File: src/rtl/sample_modulation_az_sequencer.sv
// Auto-zero sample sequencer: alternates the ADC input between signal (HI) and
// the az reference (LO), with precharge guard delays, an ADC watchdog and an MCU interrupt.
module sample_modulation_az_sequencer #(
    parameter int unsigned         ADC_TIMEOUT_CLKS = 2000000,
    parameter int unsigned         PRECHARGE_CLKS   = 10000,
    parameter int                  AZMUX_W          = 4,
    parameter logic [AZMUX_W-1:0]  AZMUX_HI_VAL     = 4'b1000,
    parameter logic                SW_PC_SIGNAL     = 1'b1,
    parameter logic                SW_PC_BOOT       = 1'b0
) (
    input  logic               clk,
    input  logic               reset,
    input  logic               run,
    input  logic [AZMUX_W-1:0] azmux_lo_val,
    input  logic               adc_measure_valid,
    output logic               adc_measure_trig,
    output logic               sw_pc_ctl,
    output logic [AZMUX_W-1:0] azmux,
    output logic               sample_phase,
    output logic               led0,
    output logic [1:0]         monitor,
    output logic               spi_interrupt_ctl,
    output logic               fault
);

    typedef enum logic [3:0] {
        S_IDLE, S_PC_BOOT, S_PC_BOOT_W, S_HI_SETTLE, S_HI_SETTLE_W, S_HI_TRIG,
        S_HI_WAIT, S_LO_SETTLE_W, S_LO_TRIG, S_LO_WAIT, S_FAULT
    } state_t;

    state_t             r_state, w_state_nxt;
    logic [31:0]        r_count, w_count_nxt;
    logic               r_trig, w_trig_nxt;
    logic               r_sw_pc, w_sw_pc_nxt;
    logic [AZMUX_W-1:0] r_azmux, w_azmux_nxt;
    logic               r_phase, w_phase_nxt;
    logic               r_led, w_led_nxt;
    logic [1:0]         r_mon, w_mon_nxt;
    logic               r_fault, w_fault_nxt;
    logic [1:0]         r_edge;
    logic               r_spi;
    logic               w_valid_ok;
    logic               w_zero;

    // A valid level still high from the previous measure must not satisfy the trig clk.
    assign w_valid_ok = adc_measure_valid && !r_trig;
    assign w_zero     = (r_count == 32'd0);

    always_comb begin
        w_state_nxt = r_state;
        w_count_nxt = r_count - 32'd1;
        w_trig_nxt  = r_trig;
        w_sw_pc_nxt = r_sw_pc;
        w_azmux_nxt = r_azmux;
        w_phase_nxt = r_phase;
        w_led_nxt   = r_led;
        w_mon_nxt   = r_mon;
        w_fault_nxt = r_fault;
        case (r_state)
            S_IDLE: begin
                w_sw_pc_nxt = SW_PC_BOOT;
                w_azmux_nxt = azmux_lo_val;
                if (run) w_state_nxt = S_PC_BOOT;
            end
            S_PC_BOOT: begin
                w_count_nxt = 32'(PRECHARGE_CLKS);
                w_sw_pc_nxt = SW_PC_BOOT;
                w_state_nxt = S_PC_BOOT_W;
            end
            S_PC_BOOT_W: if (w_zero) w_state_nxt = S_HI_SETTLE;
            S_HI_SETTLE: begin
                w_azmux_nxt  = AZMUX_HI_VAL;
                w_mon_nxt[0] = 1'b1;
                w_count_nxt  = 32'(PRECHARGE_CLKS);
                w_state_nxt  = S_HI_SETTLE_W;
            end
            S_HI_SETTLE_W: if (w_zero) w_state_nxt = S_HI_TRIG;
            S_HI_TRIG: begin
                w_sw_pc_nxt  = SW_PC_SIGNAL;
                w_phase_nxt  = 1'b0;
                w_trig_nxt   = 1'b1;
                w_mon_nxt[1] = 1'b1;
                w_count_nxt  = 32'(ADC_TIMEOUT_CLKS);
                w_state_nxt  = S_HI_WAIT;
            end
            S_HI_WAIT: begin
                w_trig_nxt = 1'b0;
                if (w_valid_ok) begin
                    w_sw_pc_nxt  = SW_PC_BOOT;
                    w_mon_nxt[1] = 1'b0;
                    w_count_nxt  = 32'(PRECHARGE_CLKS);
                    w_state_nxt  = S_LO_SETTLE_W;
                end else if (w_zero) begin
                    w_state_nxt = S_FAULT;
                end
            end
            S_LO_SETTLE_W: begin
                if (w_zero) begin
                    w_azmux_nxt  = azmux_lo_val;
                    w_mon_nxt[0] = 1'b0;
                    w_state_nxt  = S_LO_TRIG;
                end
            end
            S_LO_TRIG: begin
                w_phase_nxt  = 1'b1;
                w_trig_nxt   = 1'b1;
                w_mon_nxt[1] = 1'b1;
                w_count_nxt  = 32'(ADC_TIMEOUT_CLKS);
                w_state_nxt  = S_LO_WAIT;
            end
            S_LO_WAIT: begin
                w_trig_nxt = 1'b0;
                if (w_valid_ok) begin
                    w_mon_nxt[1] = 1'b0;
                    w_led_nxt    = ~r_led;
                    w_state_nxt  = run ? S_HI_SETTLE : S_IDLE;
                end else if (w_zero) begin
                    w_state_nxt = S_FAULT;
                end
            end
            S_FAULT: w_state_nxt = S_FAULT;
            default: w_state_nxt = S_IDLE;
        endcase
        // Fault outputs take effect on the same edge the watchdog expires.
        if (w_state_nxt == S_FAULT) begin
            w_fault_nxt = 1'b1;
            w_sw_pc_nxt = SW_PC_BOOT;
            w_azmux_nxt = azmux_lo_val;
            w_trig_nxt  = 1'b0;
            w_mon_nxt   = 2'b00;
        end
    end

    always_ff @(posedge clk) begin
        if (reset) begin
            r_state <= S_IDLE;
            r_count <= 32'd0;
            r_trig  <= 1'b0;
            r_sw_pc <= SW_PC_BOOT;
            r_azmux <= azmux_lo_val;
            r_phase <= 1'b0;
            r_led   <= 1'b0;
            r_mon   <= 2'b00;
            r_fault <= 1'b0;
            r_edge  <= 2'b00;
            r_spi   <= 1'b1;
        end else begin
            r_state <= w_state_nxt;
            r_count <= w_count_nxt;
            r_trig  <= w_trig_nxt;
            r_sw_pc <= w_sw_pc_nxt;
            r_azmux <= w_azmux_nxt;
            r_phase <= w_phase_nxt;
            r_led   <= w_led_nxt;
            r_mon   <= w_mon_nxt;
            r_fault <= w_fault_nxt;
            r_edge  <= {r_edge[0], adc_measure_valid};
            r_spi   <= (r_edge != 2'b01);
        end
    end

    assign adc_measure_trig  = r_trig;
    assign sw_pc_ctl         = r_sw_pc;
    assign azmux             = r_azmux;
    assign sample_phase      = r_phase;
    assign led0              = r_led;
    assign monitor           = r_mon;
    assign spi_interrupt_ctl = r_spi;
    assign fault             = r_fault;

endmodule

File: config.mk
export PLATFORM = sky130hd
export DESIGN_NAME = sample_modulation_az_sequencer
export DESIGN_NICKNAME = d
export VERILOG_FILES = /design/src/rtl/sample_modulation_az_sequencer.sv
export SDC_FILE = /design/constraint.sdc
export NUM_CORES = 1
export LEC_CHECK = 0
export ABC_AREA = 1
export CAP_MARGIN = 20
export CORE_AREA = 2 2 70 72
export CTS_CLUSTER_SIZE = 14
export DETAILED_ROUTE_END_ITERATION = 12
export DIE_AREA = 0 0 72 74
export GPL_ROUTABILITY_DRIVEN = 0
export PLACE_DENSITY = 0.86
export SYNTH_ARGS = -nofsm -noshare
export SYNTH_HDL_FRONTEND = slang
export SYNTH_SLANG_ARGS = --single-unit
File: constraint.sdc
create_clock -name clk -period 4.8 [get_ports clk]
set_input_delay 0.48 -clock clk [delete_from_list [all_inputs] [get_ports clk]]
set_output_delay 0.48 -clock clk [all_outputs]
set_load 0.02 [all_outputs]
**After elaboration in Yosys (flattened, before gate mapping)**

Cells that the tools add are included.

- Register bits: 50
- Bits in latches: 0
- Memory bits (writable): 0
- ROM bits: 0
- Input bits: 8
- Output and inout port bits: 12
- Word-level logic and storage cells: 71
- Memories kept: 0

- Add/subtract/negate cells: 1
- Multiply operators: 0
- Divide/modulo/power cells: 0
- $lt $le $gt $ge: 0
- Eq/ne operators: 16
- Shift-type cells: 0
- Mux-type cells: 22
- Bitwise operators: 1
- Reductions and logical operators: 19

Operators by type and width:

| cell | count |
|---|---|
| $pmux 32 s3 | 1 |
| $pmux 4 s11 | 1 |
| $mux 4 | 10 |
| $logic_not 32->1 | 1 |
| $mux 32 | 1 |
| $sub 32x1->32 const B | 1 |
| $eq 4x3->1 const B | 4 |
| $eq 4x4->1 const B | 4 |
| $pmux 4 s3 | 1 |
| $reduce_and 2->1 | 5 |
| $reduce_or 2->1 | 5 |
| $eq 4x2->1 const B | 2 |
| $pmux 1 s2 | 4 |
| $reduce_bool 2->1 | 3 |
| $reduce_bool 5->1 | 1 |
| $eq 4x1->1 const B | 1 |
| $logic_not 4->1 | 1 |
| $ne 2x1->1 const B | 2 |
| $ne 2x2->1 const B | 2 |
| $ne 4x4->1 const B | 1 |
| $pmux 1 s3 | 1 |
| $reduce_bool 3->1 | 1 |
| $mux 1 | 2 |
| $mux 2 | 1 |
| 3 further kinds | 3 |

**Depth between registers and ports, before layout**

Gate-level depths: netlist of run 1.

- Word-level depth: 7
- Gate-level depth with buffers: 13
- Mapped depth without buffers: 13

**Least setup slack after synthesis of run 1**

Ideal clock, no wire load.

- Path kind: flip-flop to flip-flop
- Start: register r_count[0]
- End: register r_azmux[0] (netlist: azmux[0]), enable pin
- Library setup time: 0.312 ns
- Arrival: 1.311 ns
- Data required time: 4.488 ns
- Setup slack: 3.177 ns
- Cell stages (with the launch flop): 13
- Path buffers: 0
- Clock period less this slack: 1.623 ns
- Cell sequence: dfxtp_1 inv_1 ha_1 inv_1 nor2_1 nand2_1 nor2_1 nand2_1 o21ai_1 nand2_1 nand2_1 nand2_1 nand3_1

- Word-level cells in the longest chain between the ends: 7
- Elaborated cells on any way between the ends: 12
- Classes of those cells: eq/ne: 2; mux: 7; reduce/logical: 3

Ends and longest elaborated chain:

| element | line | RTL |
|---|---|---|
| start: declaration | 32 | `logic [31:0] r_count, w_count_nxt;` |
| start signal: assignment | 149 | `r_count <= w_count_nxt;` |
| $logic_not 32->1 (*) | 47 | `assign w_zero = (r_count == 32'd0);` |
| $mux 4 | 93, 117 |  |
| $mux 4 (on tied branches) | 113, 88 |  |
| $pmux 4 s11 | 59 | `case (r_state)` |
| $eq 4x4->1 | 125 | `if (w_state_nxt == S_FAULT) begin` |
| $ne 4x4->1 (no source line) / $reduce_bool 5->1 (equally long branches) | -- |  |
| $reduce_and 2->1 (no source line) (*) | -- |  |
| end signal: assignment | 140 | `r_azmux <= azmux_lo_val;` |
| end signal: assignment | 152 | `r_azmux <= w_azmux_nxt;` |
| end: declaration | 35 | `logic [AZMUX_W-1:0] r_azmux, w_azmux_nxt;` |

Every way passes the cells marked *; elsewhere a longest branch is shown, timed or not.
A chain may end at the register's enable or synchronous reset.

**Worst setup path in the final report of run 1**

- Start: register r_count[0]
- End: register r_azmux[1] (netlist: azmux[1]), enable pin

The elaborated chain is that of the path after synthesis.

==> results of run 1 <==
## sequential cells by signal, summed over array words and instances, names as in the netlist
register / cells
spi_interrupt_ctl: 1
fault: 1
monitor: 2
r_edge: 2
sw_pc_ctl: 1
azmux: 4
adc_measure_trig: 1
r_count: 32
sample_phase: 1
r_state: 4
led0: 1
## worst paths after layout
kind,startpoint,to,slack (ns),cells past startpoint
worst max register to register,r_count[0],azmux[1],2.90,12
worst max-delay path,r_count[0],azmux[1],2.90,12
worst min-delay path,r_edge[1],spi_interrupt_ctl,0.42,2
worst min register to register,r_edge[1],spi_interrupt_ctl,0.42,2
## worst max-delay path: stages (launching register included)
cell     delay, ns
dfxtp_1       0.32
inv_1         0.10
ha_1          0.16
inv_1         0.04
nor2_1        0.09
nand2_1       0.09
nor2_1        0.09
nand2_1       0.09
o21ai_1       0.19
nand2_1       0.09
nand2_1       0.07
nand2_1       0.08
nand3_1       0.18
## layout by cell type, fill, tap and decap left out
cell / count
a21oi_1: 11
o31ai_1: 1
and2_1: 1
clkdlybuf4s50_1: 19
o211ai_1: 3
nand2_2: 4
inv_1: 49
nand3_1: 11
nand2_1: 61
ha_1: 2
clkbuf_8: 5
clkbuf_1: 3
edfxtp_1: 4
a21o_1: 1
nand2_4: 2
xnor2_1: 2
nand4_1: 7
nor2_1: 95
nand4_2: 1
nor3_1: 9
o21ai_1: 3
nor2_4: 3
inv_2: 5
nor2_8: 1
inv_4: 1
a31oi_1: 5
nand3b_1: 1
o21ai_0: 17
dfxtp_1: 46
xor2_1: 17
nor2_2: 5
a21boi_0: 3
## cells in the mapped netlist, drive strengths merged
cell type  instances  area [µm²]
nor2             104         442
nand2             67         277
inv               55         209
dfxtp             46         921
o21ai             20         100
xor2              17         149
a21oi             11        55.1
nand3             11        55.1
nor3               9        45.0
nand4              8        56.3
a31oi              5        31.3
edfxtp             4         120
a21boi             3        22.5
o211ai             3        22.5
buf                2        15.0
ha                 2        25.0
xnor2              2        17.5
a21o               1        7.51
and2               1        6.26
clkbuf             1        3.75
nand3b             1        7.51
o31ai              1        7.51
## power by group through the flow
stage / Clock, W / Combinational, W / Sequential (W)
6_report: 0.000237 / 0.000740 / 0.000577
4_1_cts: 0.000243 / 0.000737 / 0.000576
2_1_floorplan: 0 / 0.000595 / 0.000572
5_1_grt: 0.000257 / 0.000848 / 0.000589
3_3_place_gp: 0 / 0.000721 / 0.000582
3_5_place_dp: 0 / 0.000732 / 0.000584
## layout make-up
cell class                 count  area share
inverter                      55      0.0717
multi-input combinational    266       0.455
clock buffer                   8      0.0275
tap                           54      0.0232
sequential                    50       0.357
timing repair buffer          19      0.0653
## through the flow
stage                     cell area [µm²]  total power (W)
final                                2910          0.00155
after detailed placement             2830          0.00132
after CTS                            2910          0.00156
after global placement               2830          0.00130
after global routing                 2910          0.00169
after floorplan                      2590          0.00117
## cells by family (layout without fill, tap and decap cells)
family	Yosys count	after routing
xor gates and xnor gates	19	19
and+or+nand+nor	201	201
DFF	50	50
AOI/OAI and AO/OA	44	44
adders and majority gates	2	2
buffers and inverters	58	82
## metal layers
layer	vias up	wire length, µm	GRT usage
met2	58	2510	0.363
li1	1217	-	-
met1	1054	2490	0.300
met5	-	0	0
met3	8	299	0.0447
met4	0	78	0.0818
==> flow_metrics.env, run 1 <==
export IMPL_n_antenna_cell=0
export IMPL_fin_nets=407
export IMPL_synth_xor_area_share=0.0641
export IMPL_antenna_found_initial=0
export IMPL_vias_per_cell=5.17
export IMPL_cts_clk_slew_worst_paths_ns=0.09
export IMPL_die_w_um=72
export IMPL_yosysSeqAreaShare=0.401
export IMPL_hold_class="register to register"
export IMPL_cts_root_buf="clkbuf_8"
export IMPL_first_iter_violations=164
export IMPL_final_setup_tns_ns=0
export IMPL_period_minus_slack_ns=1.90
export IMPL_worst_slew_pin_transition_ns=0.428
export IMPL_p_sw_frac=0.443
export IMPL_synth_compound_area_share=0.0950
export IMPL_combinationalPowerShare=0.476
export IMPL_cp_start_kind="register"
export IMPL_core_area_um2=4600
export IMPL_irDropWorstVdd_mv=0.320
export IMPL_synthAdderAreaFrac=0.00964
export IMPL_grt_pass1_wl_mm=9.27
export IMPL_netlist_area_um2=2590
export IMPL_syn_to_final_growth_pct=12.3
export IMPL_layout_cells_non_filler=452
export IMPL_rows=25
export IMPL_rsz0062_at_grt="no"
export IMPL_p_int_w=0.000866
export IMPL_synth_nets=384
export IMPL_synth_top_family_by_area="simple AND/OR/NAND/NOR gates"
export IMPL_dieArea_um2=5330
export IMPL_finalSetupViolCount=0
export IMPL_hold_viol=0
export IMPL_yosysUniqueCellTypes=32
export IMPL_cp_end_kind="register"
export IMPL_clock_fmax_mhz=527
export IMPL_p_switching_w=0.000688
export IMPL_post_drt_wl_per_cell_um=11.9
export IMPL_critPathKind="register to register"
export IMPL_cts_sinks=50
export IMPL_hold_buffers=0
export IMPL_dr_pass1_iters=5
export IMPL_cts_setup_buffers=0
export IMPL_clk_path_buf_depth=2
export IMPL_seqCellArea_um2=1040
export IMPL_fin_crit_sh=0.395
export IMPL_drv_cap=0
export IMPL_finalWorstSetupSlack_ns=2.90
export IMPL_grt_pass1_vias=2127
export IMPL_grt_remaining_overflow=0
export IMPL_leakage_nw=1.37
export IMPL_hpwl_mm=4.18
export IMPL_fillers=428
export IMPL_ys_ff_latch=50
export IMPL_dieHeight_um=74
export IMPL_cts_tree="yes"
export IMPL_cp_data_arrival_time_ns=1.90
export IMPL_ant_nets=0
export IMPL_synthMuxAreaShare=0
export IMPL_initial_core_util=0.564
export IMPL_drv_slew=0
export IMPL_clkPwrFrac=0.153
export IMPL_clk_latency_ns=0.31
export IMPL_crit_path_max_fanout=4
export IMPL_p_per_area_nw_per_um2=533
export IMPL_grt_total_usage=0.224
export IMPL_finalClockSkew_ns=0.00512
export IMPL_timing_hold_ws_ns=0.422
export IMPL_synth_simple_gate_area_frac=0.342
export IMPL_io_pins=20
export IMPL_cts_htree_levels=2
export IMPL_port_buffers=19
export IMPL_drive_gt1_frac=0.0678
export IMPL_wl_mm=5.38
export IMPL_numCtsBuffers=5
export IMPL_utilization=0.634
export IMPL_grt_max_degree=18
export IMPL_cts_resized=0
export IMPL_netlist_instances=374
export IMPL_status="finished clean"
export IMPL_dp_cells=444
export IMPL_cp_required_ns=4.80
export IMPL_pre_cts_slack_ns=2.62
export IMPL_power_frac_seq=0.371
export IMPL_drc_errors=0
export IMPL_yosys_warnings=0
export IMPL_maxSlewHeadroom=0.714
export IMPL_multi_input_area_um2=1330
export IMPL_postSynthAreaPerCell_um2=6.94
export IMPL_via_count=2337
No activity file was read; power rests on OpenSTA's default activity.
==> inputs of run 2 (changes only) <==
--- a/config.mk
+++ b/config.mk
@@ -7,12 +7,12 @@
 export LEC_CHECK = 0
 export ABC_AREA = 1
 export CAP_MARGIN = 20
-export CORE_AREA = 2 2 70 72
+export CORE_AREA = 2 2 74 76
 export CTS_CLUSTER_SIZE = 14
 export DETAILED_ROUTE_END_ITERATION = 12
-export DIE_AREA = 0 0 72 74
+export DIE_AREA = 0 0 76 78
 export GPL_ROUTABILITY_DRIVEN = 0
-export PLACE_DENSITY = 0.86
+export PLACE_DENSITY = 0.82
 export SYNTH_ARGS = -nofsm -noshare
 export SYNTH_HDL_FRONTEND = slang
 export SYNTH_SLANG_ARGS = --single-unit
==> constraint.sdc (replaced) <==
create_clock -name clk -period 1.66 [get_ports clk]
set_input_delay 0.166 -clock clk [delete_from_list [all_inputs] [get_ports clk]]
set_output_delay 0.166 -clock clk [all_outputs]
set_load 0.02 [all_outputs]
==> flow_metrics.env, run 2 (synthesis results as in run 1) <==
export IMPL_status="finished, violations left"
export IMPL_violations="negative setup slack"
export IMPL_r2r_end="azmux[1]"
export IMPL_final_common_cell="nor2_1"
export IMPL_finalClockSkew_ns=0.00729
export IMPL_clk_path_buf_depth=2
export IMPL_finalWorstSetupSlack_ns=-0.159
export IMPL_utilization=0.704
export IMPL_fin_crit_sh=1.10
export IMPL_hp_start="r_count[0]"
export IMPL_cts_htree_levels=2
export IMPL_grt_pass1_wl_mm=11.0
export IMPL_clkPwrFrac=0.125
export IMPL_crit_slowest_cell="dfxtp_1"
export IMPL_rr_worst_depth=9
export IMPL_cts_root_buf="clkbuf_8"
export IMPL_crit_family="simple AND/OR/NAND/NOR gates"
export IMPL_drive_gt1_frac=0.276
export IMPL_port_buffers=19
export IMPL_antenna_found_initial=0
export IMPL_cp_required_ns=1.68
export IMPL_hold_path_depth=1
export IMPL_critPathMaxStageDelay_ns=0.33
export IMPL_combinationalPowerShare=0.590
export IMPL_p_per_area_nw_per_um2=1610
export IMPL_p_switching_w=0.00258
export IMPL_grt_max_degree=18
export IMPL_irDropWorstVdd_mv=1.28
export IMPL_dieHeight_um=78
export IMPL_grt_pass1_vias=2502
export IMPL_first_iter_violations=236
export IMPL_rows=26
export IMPL_cts_sinks=50
export IMPL_dr_pass1_iters=5
export IMPL_fin_nets=466
export IMPL_cts_tree="yes"
export IMPL_hold_class="register to register"
export IMPL_final_cell_mix="nor2_1, buf_4, nand2_1, inv_1, dfxtp_1"
export IMPL_cp_start_kind="register"
export IMPL_post_drt_wl_per_cell_um=13.4
export IMPL_n_antenna_cell=0
export IMPL_power_frac_seq=0.285
export IMPL_clk_latency_ns=0.31
export IMPL_core_area_um2=5040
export IMPL_dieArea_um2=5930
export IMPL_vias_per_cell=5.07
export IMPL_crit_path_max_fanout=4
export IMPL_largest_reg_flops=32
export IMPL_ant_nets=0
export IMPL_cp_end_kind="register"
export IMPL_io_pins=20
export IMPL_worst_slew_pin_transition_ns=0.438
export IMPL_clock_fmax_mhz=550
export IMPL_rsz0062_at_grt="yes"
export IMPL_leakage_nw=1.68
export IMPL_hold_viol=0
export IMPL_reg2reg_slack_ns=-0.16
export IMPL_cts_clk_slew_worst_paths_ns=0.10
export IMPL_whs_endpoint="r_count[0]"
export IMPL_numCtsBuffers=5
export IMPL_crit_chain="nor2_1 > nand2_1 > nor2_2 > nand2_2 > o21ai_2 > nand2_1 > nand2_1 > nand2_2 > nand3_4"
export IMPL_p_int_w=0.00313
export IMPL_p_sw_frac=0.451
export IMPL_drv_slew=0
export IMPL_drc_errors=0
export IMPL_finalSetupViolCount=9
export IMPL_wl_mm=7.05
export IMPL_regMostFlops="r_count"
export IMPL_cp_data_arrival_time_ns=1.84
export IMPL_hpwl_mm=4.78
export IMPL_period_minus_slack_ns=1.82
export IMPL_dpl_instance_area_um2=3220
export IMPL_grt_total_usage=0.227
export IMPL_critPathKind="register to register"
export IMPL_initial_core_util=0.515
export IMPL_drv_cap=0
export IMPL_die_w_um=76
export IMPL_hold_buffers=0
export IMPL_fin_area_um2=3550
export IMPL_maxSlewHeadroom=0.707
export IMPL_fillers=368
export IMPL_path_buf_inv=0
export IMPL_syn_to_final_growth_pct=36.8
export IMPL_worst_path_most_repeated_cell="nand2_1"
export IMPL_grt_remaining_overflow=0
export IMPL_r2r_start="r_count[23]"
export IMPL_via_count=2674
run 2: metal layers:
metal / vias to the layer above / GRT usage / wire, µm
li1: 1336 / - / -
met1: 1232 / 0.295 / 3120
met2: 90 / 0.381 / 3460
met3: 16 / 0.0407 / 348
met4: 0 / 0.0818 / 127
met5: - / 0 / 0
run 2: final cells by class:
| class | instances | area [µm²] | area share |
|---|---|---|---|
| inverters | 55 | 209 | 0.0588 |
| clock buffers | 5 | 68.8 | 0.0194 |
| well taps | 70 | 87.6 | 0.0247 |
| clock inverters | 3 | 16.3 | 0.00458 |
| repair buffers | 78 | 637 | 0.179 |
| flip-flops and latches | 50 | 1050 | 0.295 |
| multi-input cells | 266 | 1490 | 0.419 |
run 2: what timing repair did:
action                                  4_1_cts  5_1_grt
buffers inserted                              4        6
gates resized for setup                      13       42
endpoints found under the setup margin       15       39
pin swaps                                     4       14
run 2: how the worst max path moves through the flow:
stage               slack [ns]  cells past startpoint         startpoint       end
floorplan                 0.04                     12         r_count[0]  azmux[0]
global placement         -0.05                     12         r_count[0]  azmux[0]
detailed placement       -0.12                      9  adc_measure_valid  azmux[2]
CTS                      -0.03                     12         r_count[0]  azmux[2]
global route             -0.25                     12         r_count[0]  azmux[3]
finish                   -0.16                      9        r_count[23]  azmux[1]
run 2: metrics by stage:
step                      hold WS [ns]  setup slack (ns)  cells  setup TNS, ns  power [W]
after global routing             0.432            -0.248    527          -2.51    0.00610
final                            0.413            -0.159    527          -1.30    0.00571
after global placement           0.391           -0.0496    509         -0.200    0.00431
after detailed placement         0.404            -0.119    509         -0.810    0.00438
after floorplan                  0.291            0.0369    374              0    0.00338
after CTS                        0.412           -0.0306    521         -0.123    0.00525
run 2: power groups by stage:
stage / Clock (W) / Combinational, W / Sequential (W)
2_1_floorplan: 0 / 0.00172 / 0.00165
3_3_place_gp: 0 / 0.00268 / 0.00163
3_5_place_dp: 0 / 0.00274 / 0.00164
4_1_cts: 0.000717 / 0.00291 / 0.00162
5_1_grt: 0.000754 / 0.00369 / 0.00165
6_report: 0.000712 / 0.00337 / 0.00163
run 2: worst register-to-register path: stages, from the launching register on:
cell and delay [ns]:
dfxtp_1 0.33, nor2_1 0.17, nand2_1 0.14, nor2_2 0.17, nand2_2 0.12, o21ai_2 0.18
nand2_1 0.11, nand2_1 0.12, nand2_2 0.09, nand3_4 0.10
==> inputs of run 3 (changes only) <==
--- a/config.mk
+++ b/config.mk
@@ -5,14 +5,14 @@
 export SDC_FILE = /design/constraint.sdc
 export NUM_CORES = 1
 export LEC_CHECK = 0
-export ABC_AREA = 1
 export CAP_MARGIN = 20
-export CORE_AREA = 2 2 74 76
+export CORE_AREA = 2 2 69 71
 export CTS_CLUSTER_SIZE = 14
 export DETAILED_ROUTE_END_ITERATION = 12
-export DIE_AREA = 0 0 76 78
+export DIE_AREA = 0 0 71 73
+export DONT_BUFFER_PORTS = 1
 export GPL_ROUTABILITY_DRIVEN = 0
-export PLACE_DENSITY = 0.82
+export PLACE_DENSITY = 0.8
 export SYNTH_ARGS = -nofsm -noshare
 export SYNTH_HDL_FRONTEND = slang
 export SYNTH_SLANG_ARGS = --single-unit
==> flow_metrics.env, run 3 <==
export IMPL_cp_start_kind="register"
export IMPL_rows=25
export IMPL_final_cell_mix="buf_4, dfxtp_1, nor2_1, o21ai_0, xnor2_1"
export IMPL_wl_met1_mm=2.78
export IMPL_cts_htree_levels=2
export IMPL_synth_nets=284
export IMPL_grt_remaining_overflow=0
export IMPL_drive_gt1_frac=0.413
export IMPL_wl_met3_um=482
export IMPL_critPathMaxStageDelay_ns=0.53
export IMPL_wl_mm=7.47
export IMPL_yosys_warnings=0
export IMPL_core_area_um2=4540
export IMPL_vias_per_cell=6.19
export IMPL_violations="negative hold slack, negative setup slack"
export IMPL_drv_slew=0
export IMPL_crit_slowest_cell="or4_4"
export IMPL_via_count=2462
export IMPL_synth_edff_count=4
export IMPL_grt_pass1_wl_mm=10.9
export IMPL_finalWorstSetupSlack_ns=-0.559
export IMPL_status="finished, violations left"
export IMPL_hpwl_mm=4.10
export IMPL_dieArea_um2=5180
export IMPL_cts_sinks=50
export IMPL_grt_pass1_vias=2387
export IMPL_clk_latency_ns=0.32
export IMPL_finalClockSkew_ns=0.00811
export IMPL_clock_fmax_mhz=451
export IMPL_dr_pass1_iters=6
export IMPL_period_minus_slack_ns=2.22
export IMPL_synth_top_area_cell="dfxtp_1"
export IMPL_rsz0062_at_grt="yes"
export IMPL_regMostFlops="r_count"
export IMPL_first_iter_violations=232
export IMPL_drc_errors=0
export IMPL_largest_reg_flops=32
export IMPL_postSynthAreaPerCell_um2=8.72
export IMPL_final_common_cell="buf_4"
export IMPL_grt_max_degree=16
export IMPL_yosys_area_top_type_share=0.386
export IMPL_hold_class="primary input to register"
export IMPL_cp_required_ns=1.69
export IMPL_post_drt_wl_per_cell_um=18.8
export IMPL_netlist_instances=274
export IMPL_synthTopCellsByArea="dfxtp_1, xnor2_1, edfxtp_1"
export IMPL_top_layer_used="met4"
export IMPL_yosysSeqAreaShare=0.436
export IMPL_yosysUniqueCellTypes=44
export IMPL_fin_crit_sh=1.34
export IMPL_ant_nets=0
export IMPL_cp_data_arrival_time_ns=2.25
export IMPL_clk_path_buf_depth=2
export IMPL_finalSetupViolCount=33
export IMPL_grt_total_usage=0.270
export IMPL_netlist_area_um2=2390
export IMPL_hold_viol=1
export IMPL_critPathKind="register to register"
export IMPL_drv_cap=0
export IMPL_final_setup_tns_ns=-10.11
export IMPL_dp_cells=380
export IMPL_timing_hold_ws_ns=-0.00940
export IMPL_crit_path_max_fanout=4
export IMPL_io_pins=20
export IMPL_synth_most_common_cell="dfxtp_1"
export IMPL_cp_end_kind="register"
export IMPL_ys_flop_type="dfxtp_1"
export IMPL_worst_path_most_repeated_cell="or4_4"
export IMPL_syn_to_final_growth_pct=47.8
export IMPL_cts_root_buf="clkbuf_8"
export IMPL_dieHeight_um=73
export IMPL_maxSlewHeadroom=0.692
export IMPL_numCtsBuffers=5
export IMPL_cts_tree="yes"
export IMPL_ys_ff_latch=50
export IMPL_wl_met2_mm=3.83
export IMPL_antenna_found_initial=0
export IMPL_layout_cells_non_filler=398
export IMPL_worst_slew_pin_transition_ns=0.461
export IMPL_fin_nets=353
export IMPL_n_antenna_cell=0
export IMPL_port_buffers=0
export IMPL_initial_core_util=0.527
export IMPL_die_w_um=71
export IMPL_async_flop_share=0
export IMPL_synthTopCellsByCount="dfxtp_1, nor2_1, o21ai_0"
export IMPL_cts_clk_slew_worst_paths_ns=0.10
export IMPL_crit_chain="or4_4 > or4_4 > buf_6 > nor4_4 > o22a_2 > o21bai_4"
==> run 3: metal layers <==
layer,up-vias,track usage
li1,1119,-
met1,1188,0.300
met2,115,0.494
met3,40,0.0622
met4,0,0.117
met5,-,0
==> run 3: worst max-delay path, delay by kind of cell (launching register included) <==
family / cells / cell delay, ns
AND/OR/NAND/NOR: 3 / 1.13
AO/OA/AOI/OAI: 2 / 0.32
buffers and inverters: 1 / 0.15
flip-flops: 1 / 0.34
==> run 3: logic make-up after synthesis <==
group                    synth area share
flip-flops                          0.436
XOR/XNOR                           0.0953
adder cells (fa/ha/maj)            0.0105
AO/OA/AOI/OAI                       0.160
AND/OR/NAND/NOR                     0.270
buffers and inverters              0.0278
==> run 3: cell type report <==
| type | instances | area [µm²] |
|---|---|---|
| Multi-Input combinational cell | 207 | 1630 |
| Fill cell | 248 | 1010 |
| Clock buffer | 5 | 68.8 |
| Inverter | 5 | 18.8 |
| Tap cell | 54 | 67.6 |
| Sequential cell | 50 | 1050 |
| Timing Repair Buffer | 74 | 648 |
| Clock inverter | 3 | 40.0 |
==> run 3: worst paths after layout <==
kind                    start           endpoint  slack, ns  depth (start not counted)
setup reg to reg  r_count[26]           azmux[3]      -0.56                          6
hold reg to reg     r_edge[1]  spi_interrupt_ctl       0.44                          1
setup / recovery  r_count[26]           azmux[3]      -0.56                          6
hold / removal          reset         r_state[2]     -0.009                          3
==> run 3: per-stage QoR <==
step / cell area, µm² / setup WS (ns) / utilization
finish: 3530 / -0.559 / 0.778
global route: 3530 / -0.610 / 0.778
CTS: 3350 / -0.520 / 0.738
detailed placement: 2920 / -0.581 / 0.644
global placement: 2920 / -0.528 / 0.644
floorplan: 2430 / -0.652 / -
==> run 3: repair_timing <==
item,CTS,global route
buffers inserted,3,6
pin swaps,19,21
hold buffers,2,0
setup endpoints to repair,38,43
gates resized for setup,46,39
gates cloned,1,0
hold endpoints to repair,11,0
Power of run 3 is not shown: default switching activity piles up to over one toggle a cycle in this logic, so the estimate is an artifact.
